## config.mk

```make
export PLATFORM = sky130hd
export DESIGN_NAME = event_arbiter_flat
export DESIGN_NICKNAME = d
export VERILOG_FILES = /design/src/rtl/home_pkg.sv /design/src/rtl/event_arbiter_if.sv /design/src/rtl/rr_pick.sv /design/src/rtl/event_arbiter.sv /design/src/flat_wrapper.sv
export SDC_FILE = /design/constraint.sdc
export NUM_CORES = 1
export LEC_CHECK = 0
export BUFFER_PORTS_ARGS = -buffer_cell sky130_fd_sc_hd__clkbuf_2
export CORE_MARGIN = 5
export CORE_UTILIZATION = 30
export CTS_BUF_LIST = sky130_fd_sc_hd__clkbuf_4 sky130_fd_sc_hd__clkbuf_8
export CTS_CLUSTER_DIAMETER = 50
export DETAILED_ROUTE_END_ITERATION = 10
export PLACE_DENSITY = 0.43
export REMOVE_ABC_BUFFERS = 1
export SYNTH_ARGS = -nofsm -noshare
export SYNTH_HDL_FRONTEND = slang
export SYNTH_HIERARCHICAL = 1
export SYNTH_SLANG_ARGS = --single-unit
```

## constraint.sdc

```tcl
create_clock -name Clk -period 6.8 [get_ports Clk]
set_input_delay 0.34 -clock Clk [delete_from_list [all_inputs] [get_ports Clk]]
set_output_delay 0.34 -clock Clk [all_outputs]
set_load 0.005 [all_outputs]
```

## src/rtl/home_pkg.sv

```systemverilog
// Shared definitions for the home-automation event arbiter:
// source indices, display codes, FSM state encoding and decode helpers.
package home_pkg;

  localparam int unsigned NSRC = 6;

  localparam logic [2:0] SRC_FIRE  = 3'd0;
  localparam logic [2:0] SRC_FDOOR = 3'd1;
  localparam logic [2:0] SRC_RDOOR = 3'd2;
  localparam logic [2:0] SRC_WIN   = 3'd3;
  localparam logic [2:0] SRC_COLD  = 3'd4;
  localparam logic [2:0] SRC_HOT   = 3'd5;

  localparam logic [2:0] CODE_NONE  = 3'd0;
  localparam logic [2:0] CODE_FDOOR = 3'd1;
  localparam logic [2:0] CODE_RDOOR = 3'd2;
  localparam logic [2:0] CODE_FIRE  = 3'd3;
  localparam logic [2:0] CODE_WIN   = 3'd4;
  localparam logic [2:0] CODE_COLD  = 3'd5;
  localparam logic [2:0] CODE_HOT   = 3'd6;

  typedef enum logic [1:0] {
    IDLE  = 2'd0,
    SERVE = 2'd1,
    GAP   = 2'd2
  } arb_state_t;

  function automatic logic [2:0] disp_code(input logic [2:0] src);
    case (src)
      SRC_FIRE:  return CODE_FIRE;
      SRC_FDOOR: return CODE_FDOOR;
      SRC_RDOOR: return CODE_RDOOR;
      SRC_WIN:   return CODE_WIN;
      SRC_COLD:  return CODE_COLD;
      SRC_HOT:   return CODE_HOT;
      default:   return CODE_NONE;
    endcase
  endfunction

  function automatic logic [NSRC-1:0] src_onehot(input logic [2:0] src);
    logic [NSRC-1:0] v;
    v = '0;
    if (src < 3'(NSRC)) v[src] = 1'b1;
    return v;
  endfunction

endpackage

```

## src/rtl/event_arbiter_if.sv

```systemverilog
// Sensor inputs and annunciator/actuator outputs of the event arbiter.
interface event_arbiter_if;
  logic       SFD;
  logic       SRD;
  logic       SFA;
  logic       SW;
  logic [6:0] ST;
  logic       Ack;

  logic [2:0] display;
  logic       fdoor;
  logic       rdoor;
  logic       alarmbuzz;
  logic       winbuzz;
  logic       heater;
  logic       cooler;
  logic [5:0] pending;
  logic       busy;

  modport master (
    output SFD, SRD, SFA, SW, ST, Ack,
    input  display, fdoor, rdoor, alarmbuzz, winbuzz, heater, cooler, pending, busy
  );

  modport slave (
    input  SFD, SRD, SFA, SW, ST, Ack,
    output display, fdoor, rdoor, alarmbuzz, winbuzz, heater, cooler, pending, busy
  );
endinterface

```

## src/rtl/rr_pick.sv

```systemverilog
// Circular first-set search over sources 1..5, starting just after `last`.
module rr_pick
  import home_pkg::*;
(
  input  logic [4:0] req,
  input  logic [2:0] last,
  output logic [2:0] grant,
  output logic       valid
);

  int unsigned pos;
  logic [2:0]  bit_idx;

  // req[0] is source 1; positions are source indices 1..5.
  always_comb begin
    grant   = SRC_FDOOR;
    valid   = 1'b0;
    pos     = 0;
    bit_idx = '0;
    for (int unsigned k = 1; k <= 5; k++) begin
      pos     = ({29'b0, last} + k - 1) % 5 + 1;
      bit_idx = 3'(pos - 1);
      if (!valid && req[bit_idx]) begin
        grant = 3'(pos);
        valid = 1'b1;
      end
    end
  end

endmodule

```

## src/rtl/event_arbiter.sv

```systemverilog
// Edge-captures sensor events and grants them one at a time to the shared
// annunciator: fire first, the rest round-robin, each held for HOLD cycles.
module event_arbiter
  import home_pkg::*;
#(
  parameter int unsigned HOLD   = 4,
  parameter int unsigned LOW_T  = 50,
  parameter int unsigned HIGH_T = 70
) (
  input  logic            Clk,
  input  logic            Rst,
  event_arbiter_if.slave  bus
);

  localparam logic [7:0] HOLD_LOAD = 8'(HOLD - 1);
  localparam logic [6:0] LOW_LIM   = 7'(LOW_T);
  localparam logic [6:0] HIGH_LIM  = 7'(HIGH_T);

  arb_state_t      state;
  logic [NSRC-1:0] cond;
  logic [NSRC-1:0] cond_q;
  logic [NSRC-1:0] rise;
  logic [NSRC-1:0] pending;
  logic [NSRC-1:0] clr;
  logic [2:0]      gidx;
  logic [7:0]      cnt;
  logic [2:0]      last_rr;
  logic [2:0]      disp_q;
  logic [NSRC-1:0] act_q;
  logic            busy_q;

  logic [2:0]      rr_grant;
  logic            rr_valid;
  logic [2:0]      pick;
  logic            pick_ok;
  logic            release_now;

  always_comb begin
    cond            = '0;
    cond[SRC_FIRE]  = bus.SFA;
    cond[SRC_FDOOR] = bus.SFD;
    cond[SRC_RDOOR] = bus.SRD;
    cond[SRC_WIN]   = bus.SW;
    cond[SRC_COLD]  = (bus.ST < LOW_LIM);
    cond[SRC_HOT]   = (bus.ST > HIGH_LIM);
  end

  assign rise = cond & ~cond_q;

  rr_pick u_rr_pick (
    .req   (pending[NSRC-1:1]),
    .last  (last_rr),
    .grant (rr_grant),
    .valid (rr_valid)
  );

  always_comb begin
    pick        = pending[SRC_FIRE] ? SRC_FIRE : rr_grant;
    pick_ok     = pending[SRC_FIRE] | rr_valid;
    release_now = (state == SERVE) && (cnt == '0) && (bus.Ack || !cond[gidx]);
    clr         = release_now ? src_onehot(gidx) : '0;
  end

  always_ff @(posedge Clk) begin
    if (Rst) begin
      state   <= IDLE;
      cond_q  <= '0;
      pending <= '0;
      gidx    <= SRC_FIRE;
      cnt     <= '0;
      last_rr <= SRC_HOT;
      disp_q  <= CODE_NONE;
      act_q   <= '0;
      busy_q  <= 1'b0;
    end else begin
      cond_q  <= cond;
      // A new edge on the source being released keeps its pending bit.
      pending <= (pending & ~clr) | rise;
      case (state)
        IDLE: begin
          if (pick_ok) begin
            state  <= SERVE;
            gidx   <= pick;
            cnt    <= HOLD_LOAD;
            disp_q <= disp_code(pick);
            act_q  <= src_onehot(pick);
            busy_q <= 1'b1;
            if (pick != SRC_FIRE) last_rr <= pick;
          end
        end
        SERVE: begin
          if (release_now) begin
            state  <= GAP;
            disp_q <= CODE_NONE;
            act_q  <= '0;
            busy_q <= 1'b0;
          end else if (pending[SRC_FIRE] && (gidx != SRC_FIRE)) begin
            // Preempted source stays pending; last_rr is untouched.
            gidx   <= SRC_FIRE;
            cnt    <= HOLD_LOAD;
            disp_q <= disp_code(SRC_FIRE);
            act_q  <= src_onehot(SRC_FIRE);
          end else if (cnt != '0) begin
            cnt <= cnt - 8'd1;
          end
        end
        GAP: begin
          state <= IDLE;
        end
        default: begin
          state <= IDLE;
        end
      endcase
    end
  end

  assign bus.display   = disp_q;
  assign bus.alarmbuzz = act_q[SRC_FIRE];
  assign bus.fdoor     = act_q[SRC_FDOOR];
  assign bus.rdoor     = act_q[SRC_RDOOR];
  assign bus.winbuzz   = act_q[SRC_WIN];
  assign bus.heater    = act_q[SRC_COLD];
  assign bus.cooler    = act_q[SRC_HOT];
  assign bus.pending   = pending;
  assign bus.busy      = busy_q;

endmodule

```

## src/flat_wrapper.sv

```systemverilog
// flat-port wrapper written by rule: the top's interface ports become plain ports
module event_arbiter_flat import home_pkg::*;
#(
  parameter int unsigned HOLD   = 4,
  parameter int unsigned LOW_T  = 50,
  parameter int unsigned HIGH_T = 70
)
  (Clk, Rst, bus_SFD, bus_SRD, bus_SFA, bus_SW, bus_ST, bus_Ack, bus_display, bus_fdoor, bus_rdoor, bus_alarmbuzz, bus_winbuzz, bus_heater, bus_cooler, bus_pending, bus_busy);
  event_arbiter_if bus_i ();
  input  logic Clk;
  input  logic Rst;
  input wire logic [$bits(bus_i.SFD)-1:0] bus_SFD;
  input wire logic [$bits(bus_i.SRD)-1:0] bus_SRD;
  input wire logic [$bits(bus_i.SFA)-1:0] bus_SFA;
  input wire logic [$bits(bus_i.SW)-1:0] bus_SW;
  input wire logic [$bits(bus_i.ST)-1:0] bus_ST;
  input wire logic [$bits(bus_i.Ack)-1:0] bus_Ack;
  output wire logic [$bits(bus_i.display)-1:0] bus_display;
  output wire logic [$bits(bus_i.fdoor)-1:0] bus_fdoor;
  output wire logic [$bits(bus_i.rdoor)-1:0] bus_rdoor;
  output wire logic [$bits(bus_i.alarmbuzz)-1:0] bus_alarmbuzz;
  output wire logic [$bits(bus_i.winbuzz)-1:0] bus_winbuzz;
  output wire logic [$bits(bus_i.heater)-1:0] bus_heater;
  output wire logic [$bits(bus_i.cooler)-1:0] bus_cooler;
  output wire logic [$bits(bus_i.pending)-1:0] bus_pending;
  output wire logic [$bits(bus_i.busy)-1:0] bus_busy;
  assign bus_i.SFD = bus_SFD;
  assign bus_i.SRD = bus_SRD;
  assign bus_i.SFA = bus_SFA;
  assign bus_i.SW = bus_SW;
  assign bus_i.ST = bus_ST;
  assign bus_i.Ack = bus_Ack;
  assign bus_display = bus_i.display;
  assign bus_fdoor = bus_i.fdoor;
  assign bus_rdoor = bus_i.rdoor;
  assign bus_alarmbuzz = bus_i.alarmbuzz;
  assign bus_winbuzz = bus_i.winbuzz;
  assign bus_heater = bus_i.heater;
  assign bus_cooler = bus_i.cooler;
  assign bus_pending = bus_i.pending;
  assign bus_busy = bus_i.busy;
  event_arbiter #(.HOLD(HOLD), .LOW_T(LOW_T), .HIGH_T(HIGH_T)) u_core (.Clk(Clk), .Rst(Rst), .bus(bus_i));
endmodule
```

==> results of run 1 <==
## critical path, stage by stage (launching register included)
cell and delay (ns):
dfxtp_1 0.62, inv_2 0.19, ha_1 0.58, inv_1 0.18, ha_1 0.26, nor3_1 0.19, nor2_1 0.09, xnor2_1 0.30
ha_1 0.25, nand2b_1 0.07, a21boi_0 0.18, a31oi_1 0.10, xnor2_1 0.45, ha_1 0.29, xor2_1 0.18, xnor2_1 0.19
mux2i_1 0.24, o32a_1 0.32, o21a_1 0.17, a2bb2oi_2 0.35, nand2_1 0.16, nor3b_1 0.30, a21oi_1 0.07, a211oi_1 0.22
## per-layer routing
metal / vias to the layer above / global-route usage
met5: - / 0
met4: 0 / 0.03248
met3: 8 / 0.01969
met2: 59 / 0.2286
met1: 1427 / 0.1839
li1: 1578 / -
## state kept, by name, indices dropped and copies added, names as in the netlist
name,flops
u_core/gidx,3
u_core/act_q,6
u_core/last_rr,3
u_core/bus.busy,1
u_core/cond_q,6
u_core/bus.pending,6
u_core/state,2
u_core/bus.display,3
u_core/cnt,8
## logic make-up after synthesis
family          after synthesis
simple gates                160
compound gates              118
buf+inv                      41
flops                        38
fa+ha+maj                    27
mux                          21
xor+xnor                     16
## per-stage QoR
stage          area [sq um]  instances    util
6_report               3774        583  0.3451
5_1_grt                3774        583  0.3451
4_1_cts                3761        583  0.3439
3_5_place_dp           3623        575  0.3314
3_3_place_gp           3623        575  0.3314
2_1_floorplan          3273        402       -
## cell type report
class                      instances  area [sq um]
inverter                          22         82.58
clock inverter                     3         68.82
fill                            1159          7162
multi-input combinational        342          2442
timing repair buffer              33         175.2
tap                              140         175.2
clock buffer                       5         68.82
sequential                        38         760.7
## what timing repair did
action,in CTS,in global routing
hold endpoints to repair,0,0
hold buffers,0,0
gates resized for setup,0,2
setup endpoints to repair,0,4
## worst max-delay path by stage
stage	slack, ns	endpoint	cells after the start
2_1_floorplan	1.25	u_core/act_q[2]	23
3_3_place_gp	0.99	u_core/bus.display[0]	23
3_5_place_dp	0.63	u_core/bus.display[0]	23
4_1_cts	0.55	u_core/bus.display[0]	23
5_1_grt	0.15	u_core/last_rr[1]	24
6_report	0.75	u_core/bus.display[0]	23
## layout by cell type (no fill, tap or decap), types with 3 or more instances in the layout
cell type	instances
dfxtp_1	38
nor2_1	36
nand2_1	36
clkbuf_2	29
a21oi_1	27
ha_1	27
inv_1	21
o21ai_0	21
mux2i_1	16
nand2b_1	16
nor3_1	15
xnor2_1	14
nand3_1	13
a31oi_1	12
nor2b_1	9
a211oi_1	9
clkbuf_8	5
o21a_1	5
buf_4	4
a21o_1	3
a311oi_1	3
nor3b_1	3
nor4_1	3
o31ai_1	3
nand4b_1	3
mux2_2	3
==> results_dict.tcl, run 1 <==
set metrics [dict create \
    clockBufferDepth 2 \
    cp-start-kind "flop" \
    num_vias 3072 \
    postCtsSetupBuffers 0 \
    period_minus_slack_ns 6.049 \
    synth_edf_count 0 \
    cts_tree "yes" \
    synth_top_family_by_area "simple AND/OR/NAND/NOR gates" \
    path_class "reg -> reg" \
    finalWorstSetupSlack_ns 0.7510 \
    min_from "bus_SW" \
    r2r_start "u_core/last_rr[1]" \
    dr.first_iter.drc_count 130 \
    cts.reportedPaths.clkPinSlew_ns 0.09 \
    highest_layer "met4" \
    synth_top_area_share 0.2253 \
    grtUsageTotal 0.1358 \
    setup_viol 0 \
    synth-seq-cells 38 \
    finalMaxSlewViolations 0 \
    drc_errors 0 \
    area_delta_synth_final_pct 11.75 \
    slew_headroom 0.3913 \
    route.met3.wl_um 277 \
    fin_crit_sh 0.8896 \
    grt_pass1_vias 2941 \
    rsz0062_at_grt "no" \
    wl_met1_mm 4.280 \
    met2_wirelength_mm 4.262 \
    antenna_found_initial 0 \
    holdPathStages 2 \
    synth_cell_type_count 79 \
    ff2ff_path_depth 23 \
    start_util 0.3088 \
    holdWs_ns 0.2898 \
    min_to "u_core/cond_q[3]" \
    fp.dieW_um 116.1 \
    dieArea_sq_um 13480 \
    max_freq_ghz 0.1653 \
    dr.pass1.iters 4 \
    end_kind "flop" \
    die_y_um 116.1 \
    io_buffer_count 29 \
    ys_top_cells_by_count "dfxtp_1 (38), nand2_1 (36), nor2_1 (36), a21oi_1 (27), ha_1 (27)" \
    synthXorXnorAreaFrac 0.04372 \
    final_layout_size_suffix_gt1_frac 0.1580 \
    dp_hpwl_mm 6.808 \
    r2r_slack_ns 0.75 \
    hp-class "in -> reg" \
    grt_max_degree 40 \
    rows 38 \
    viasPerCell 5.269 \
    diodes 0 \
    nNetsFinal 483 \
    syn_area_sq_um 3377 \
    tightest_slew_ns 0.9130 \
    place_ws_ns 0.6339 \
    yosysSeqAreaShare 0.2253 \
    synthTopCellsByArea "dfxtp_1 (23%), ha_1 (10%), mux2i_1 (4.7%)" \
    place.gp.congestion 0.8223 \
    synthMuxAreaShare 0.07077 \
    cp_max_fo 12 \
    synthAdderAreaFrac 0.1000 \
    synth_ff_type "dfxtp_1" \
    cts_num_sinks 38 \
    reg2reg_to "u_core/bus.display[0]" \
    coreArea_sq_um 10940 \
    syn_inst 421 \
    maxCapViolations 0 \
    status "complete, no violations" \
    drt-total-wl_mm 8.911 \
    synth.most_common_cell "dfxtp_1" \
    detail-route-antenna-nets 0 \
    wl_per_cell_um 15.28 \
    ioPinCount 30 \
    hold_viol 0 \
    syn_area_per_cell_sq_um 8.021 \
    yosys.area_share.simple 0.2616 \
    finClkSkew_ns 0.01049 \
    clk_latency_ns 0.29 \
    yosys_warnings 6 \
    cp-startpoint "u_core/last_rr[1]" \
    synth_area_leader_cell "dfxtp_1" \
    synth-compound-area-share 0.2434 \
    cp_data_required_time_ns 7.00 \
    numCtsBuffers 5 \
    cts-root-buf "clkbuf_8" \
    finalSetupTns_ns 0 \
    synthArstFlopShare 0 \
    grt_first_pass_wirelength_mm 14.77 \
    critPathArrivalTime_ns 6.25 \
    htreeDepth 2 \
    grt_overflow 0 \
]
Power of run 1 is not shown: default switching activity piles up to over one toggle a cycle in this logic, so the estimate is an artifact.
==> run 2, diff against run 1 <==
--- a/config.mk
+++ b/config.mk
@@ -6,13 +6,16 @@
 export NUM_CORES = 1
 export LEC_CHECK = 0
 export BUFFER_PORTS_ARGS = -buffer_cell sky130_fd_sc_hd__clkbuf_2
+export CELL_PAD_IN_SITES_DETAIL_PLACEMENT = 0
+export CELL_PAD_IN_SITES_GLOBAL_PLACEMENT = 1
 export CORE_MARGIN = 5
 export CORE_UTILIZATION = 30
 export CTS_BUF_LIST = sky130_fd_sc_hd__clkbuf_4 sky130_fd_sc_hd__clkbuf_8
 export CTS_CLUSTER_DIAMETER = 50
 export DETAILED_ROUTE_END_ITERATION = 10
-export PLACE_DENSITY = 0.43
+export PLACE_DENSITY = 0.54
 export REMOVE_ABC_BUFFERS = 1
+export SLEW_MARGIN = 20
 export SYNTH_ARGS = -nofsm -noshare
 export SYNTH_HDL_FRONTEND = slang
 export SYNTH_HIERARCHICAL = 1
==> run 2 against run 1 <==
Worst hold slack improved by 0.0089 ns. Sequential cell count did not move. Clock skew fell by 0.0063 ns. Largest cell class unchanged. Highest routed layer unchanged.
==> results_dict.tcl, run 2 (synthesis results as in run 1) <==
set metrics [dict create \
    detail-route-antenna-nets 0 \
    htreeDepth 2 \
    drt-total-wl_mm 8.983 \
    end_kind "flop" \
    finish.instance_area_sq_um 3699 \
    coreArea_sq_um 10940 \
    viasPerCell 5.371 \
    path_class "reg -> reg" \
    wl_per_cell_um 15.51 \
    cts.reportedPaths.clkPinSlew_ns 0.07 \
    grtUsageTotal 0.1376 \
    numCtsBuffers 5 \
    finalSetupTns_ns 0 \
    finalMaxSlewViolations 0 \
    rsz0062_at_grt "no" \
    dieArea_sq_um 13480 \
    clockBufferDepth 2 \
    max_freq_ghz 0.1655 \
    diodes 0 \
    cp_data_required_time_ns 7.01 \
    regMostFlops "u_core/cnt" \
    status "complete, no violations" \
    slew_headroom 0.3993 \
    final_cell_mix "dfxtp_1 (38), nor2_1 (36), nand2_1 (36), clkbuf_2 (29)" \
    finClkSkew_ns 0.004194 \
    critPathArrivalTime_ns 6.25 \
    setup_viol 0 \
    postCtsHoldBufs 0 \
    crit_top_cell "ha_1" \
    cts_tree "yes" \
    maxCapViolations 0 \
    antenna_found_initial 0 \
    layout_commonest_cell "dfxtp_1" \
    io_buffer_count 29 \
    cp-start-kind "flop" \
    holdWs_ns 0.2988 \
    cp_max_fo 14 \
    grt_pass1_vias 3011 \
    rows 38 \
    tightest_slew_ns 0.9011 \
    start_util 0.3088 \
    dr.pass1.iters 4 \
    cts_num_sinks 38 \
    cts-resized-gates 0 \
    post-route-util 0.3382 \
    drc_errors 0 \
    ioPinCount 30 \
    hp-class "in -> reg" \
    clk_latency_ns 0.29 \
    placed_area_sq_um 3608 \
    fp.dieW_um 116.1 \
    die_y_um 116.1 \
    largest_reg_flops 8 \
    path_cells "inv_2 > ha_1 > inv_1 > ha_1 > nor3_1 > nor2_1 > xnor2_1 > ha_1 > nand2b_1 > a21boi_0 > a31oi_1 > o21ai_0 > ha_1 > xor2_1 > xnor2_1 > mux2i_1 > o32a_1 > nand3_1 > nor3_1 > nor2_1 > o211a_2 > o2111ai_1 > a21oi_1" \
    final_layout_size_suffix_gt1_frac 0.1503 \
    grt_max_degree 40 \
    slowest_delay_ns 0.63 \
    area_delta_synth_final_pct 9.522 \
    dr.first_iter.drc_count 187 \
    dp_hpwl_mm 6.805 \
    place.gp.congestion 0.7345 \
    grt_first_pass_wirelength_mm 14.80 \
    fillCellCount 1193 \
    cpMaxStageDelayCell "dfxtp_1" \
    nNetsFinal 481 \
    period_minus_slack_ns 6.042 \
    cts-root-buf "clkbuf_8" \
    num_vias 3110 \
    grt_overflow 0 \
    fin_crit_sh 0.8885 \
    hold_viol 0 \
    postCtsSetupBuffers 0 \
]
-- run 2: per-layer routing --
| layer | share of wire | routed length, um | GRT usage | up-vias |
|---|---|---|---|---|
| met4 | 0.023 | 204 | 0.04718 | 0 |
| met2 | 0.47 | 4260 | 0.2428 | 54 |
| met5 | 0 | 0 | 0 | - |
| met1 | 0.47 | 4192 | 0.1712 | 1471 |
| li1 | - | - | - | 1568 |
| met3 | 0.036 | 326 | 0.02021 | 17 |
-- run 2: final timing paths --
check / startpoint / to / slack [ns] / cells past startpoint
max: u_core/last_rr[1] / u_core/act_q[1] / 0.76 / 23
min: bus_SFD / u_core/cond_q[1] / 0.30 / 2
max reg2reg: u_core/last_rr[1] / u_core/act_q[1] / 0.76 / 23
min reg2reg: u_core/cond_q[5] / u_core/bus.pending[5] / 0.41 / 1
-- run 2: critical path, delay by kind of cell, from the launching register on --
| kind | cells | cell delay, ns |
|---|---|---|
| AOI/OAI and AO/OA | 7 | 1.90 |
| and+or+nand+nor | 6 | 1.02 |
| DFF | 1 | 0.63 |
| xor gates and xnor gates | 3 | 0.66 |
| adders and majority gates | 4 | 1.28 |
| buffers and inverters | 2 | 0.36 |
| muxes | 1 | 0.11 |
-- run 2: layout make-up --
type,instances,area [sq um],area share
well taps,140,175.2,0.04736
inverters,22,82.58,0.02233
multi-input cells,342,2437,0.6590
clock buffers,6,82.58,0.02233
repair buffers,31,160.2,0.04330
flip-flops and latches,38,760.7,0.2057
-- run 2: through the flow --
stage	std cells	setup WS, ns
final	579	0.7581
after global routing	579	0.1233
after floorplan	402	1.252
after detailed placement	573	0.6710
after CTS	579	0.6213
after global placement	573	0.7147
Power of run 2 is left out for the same reason.
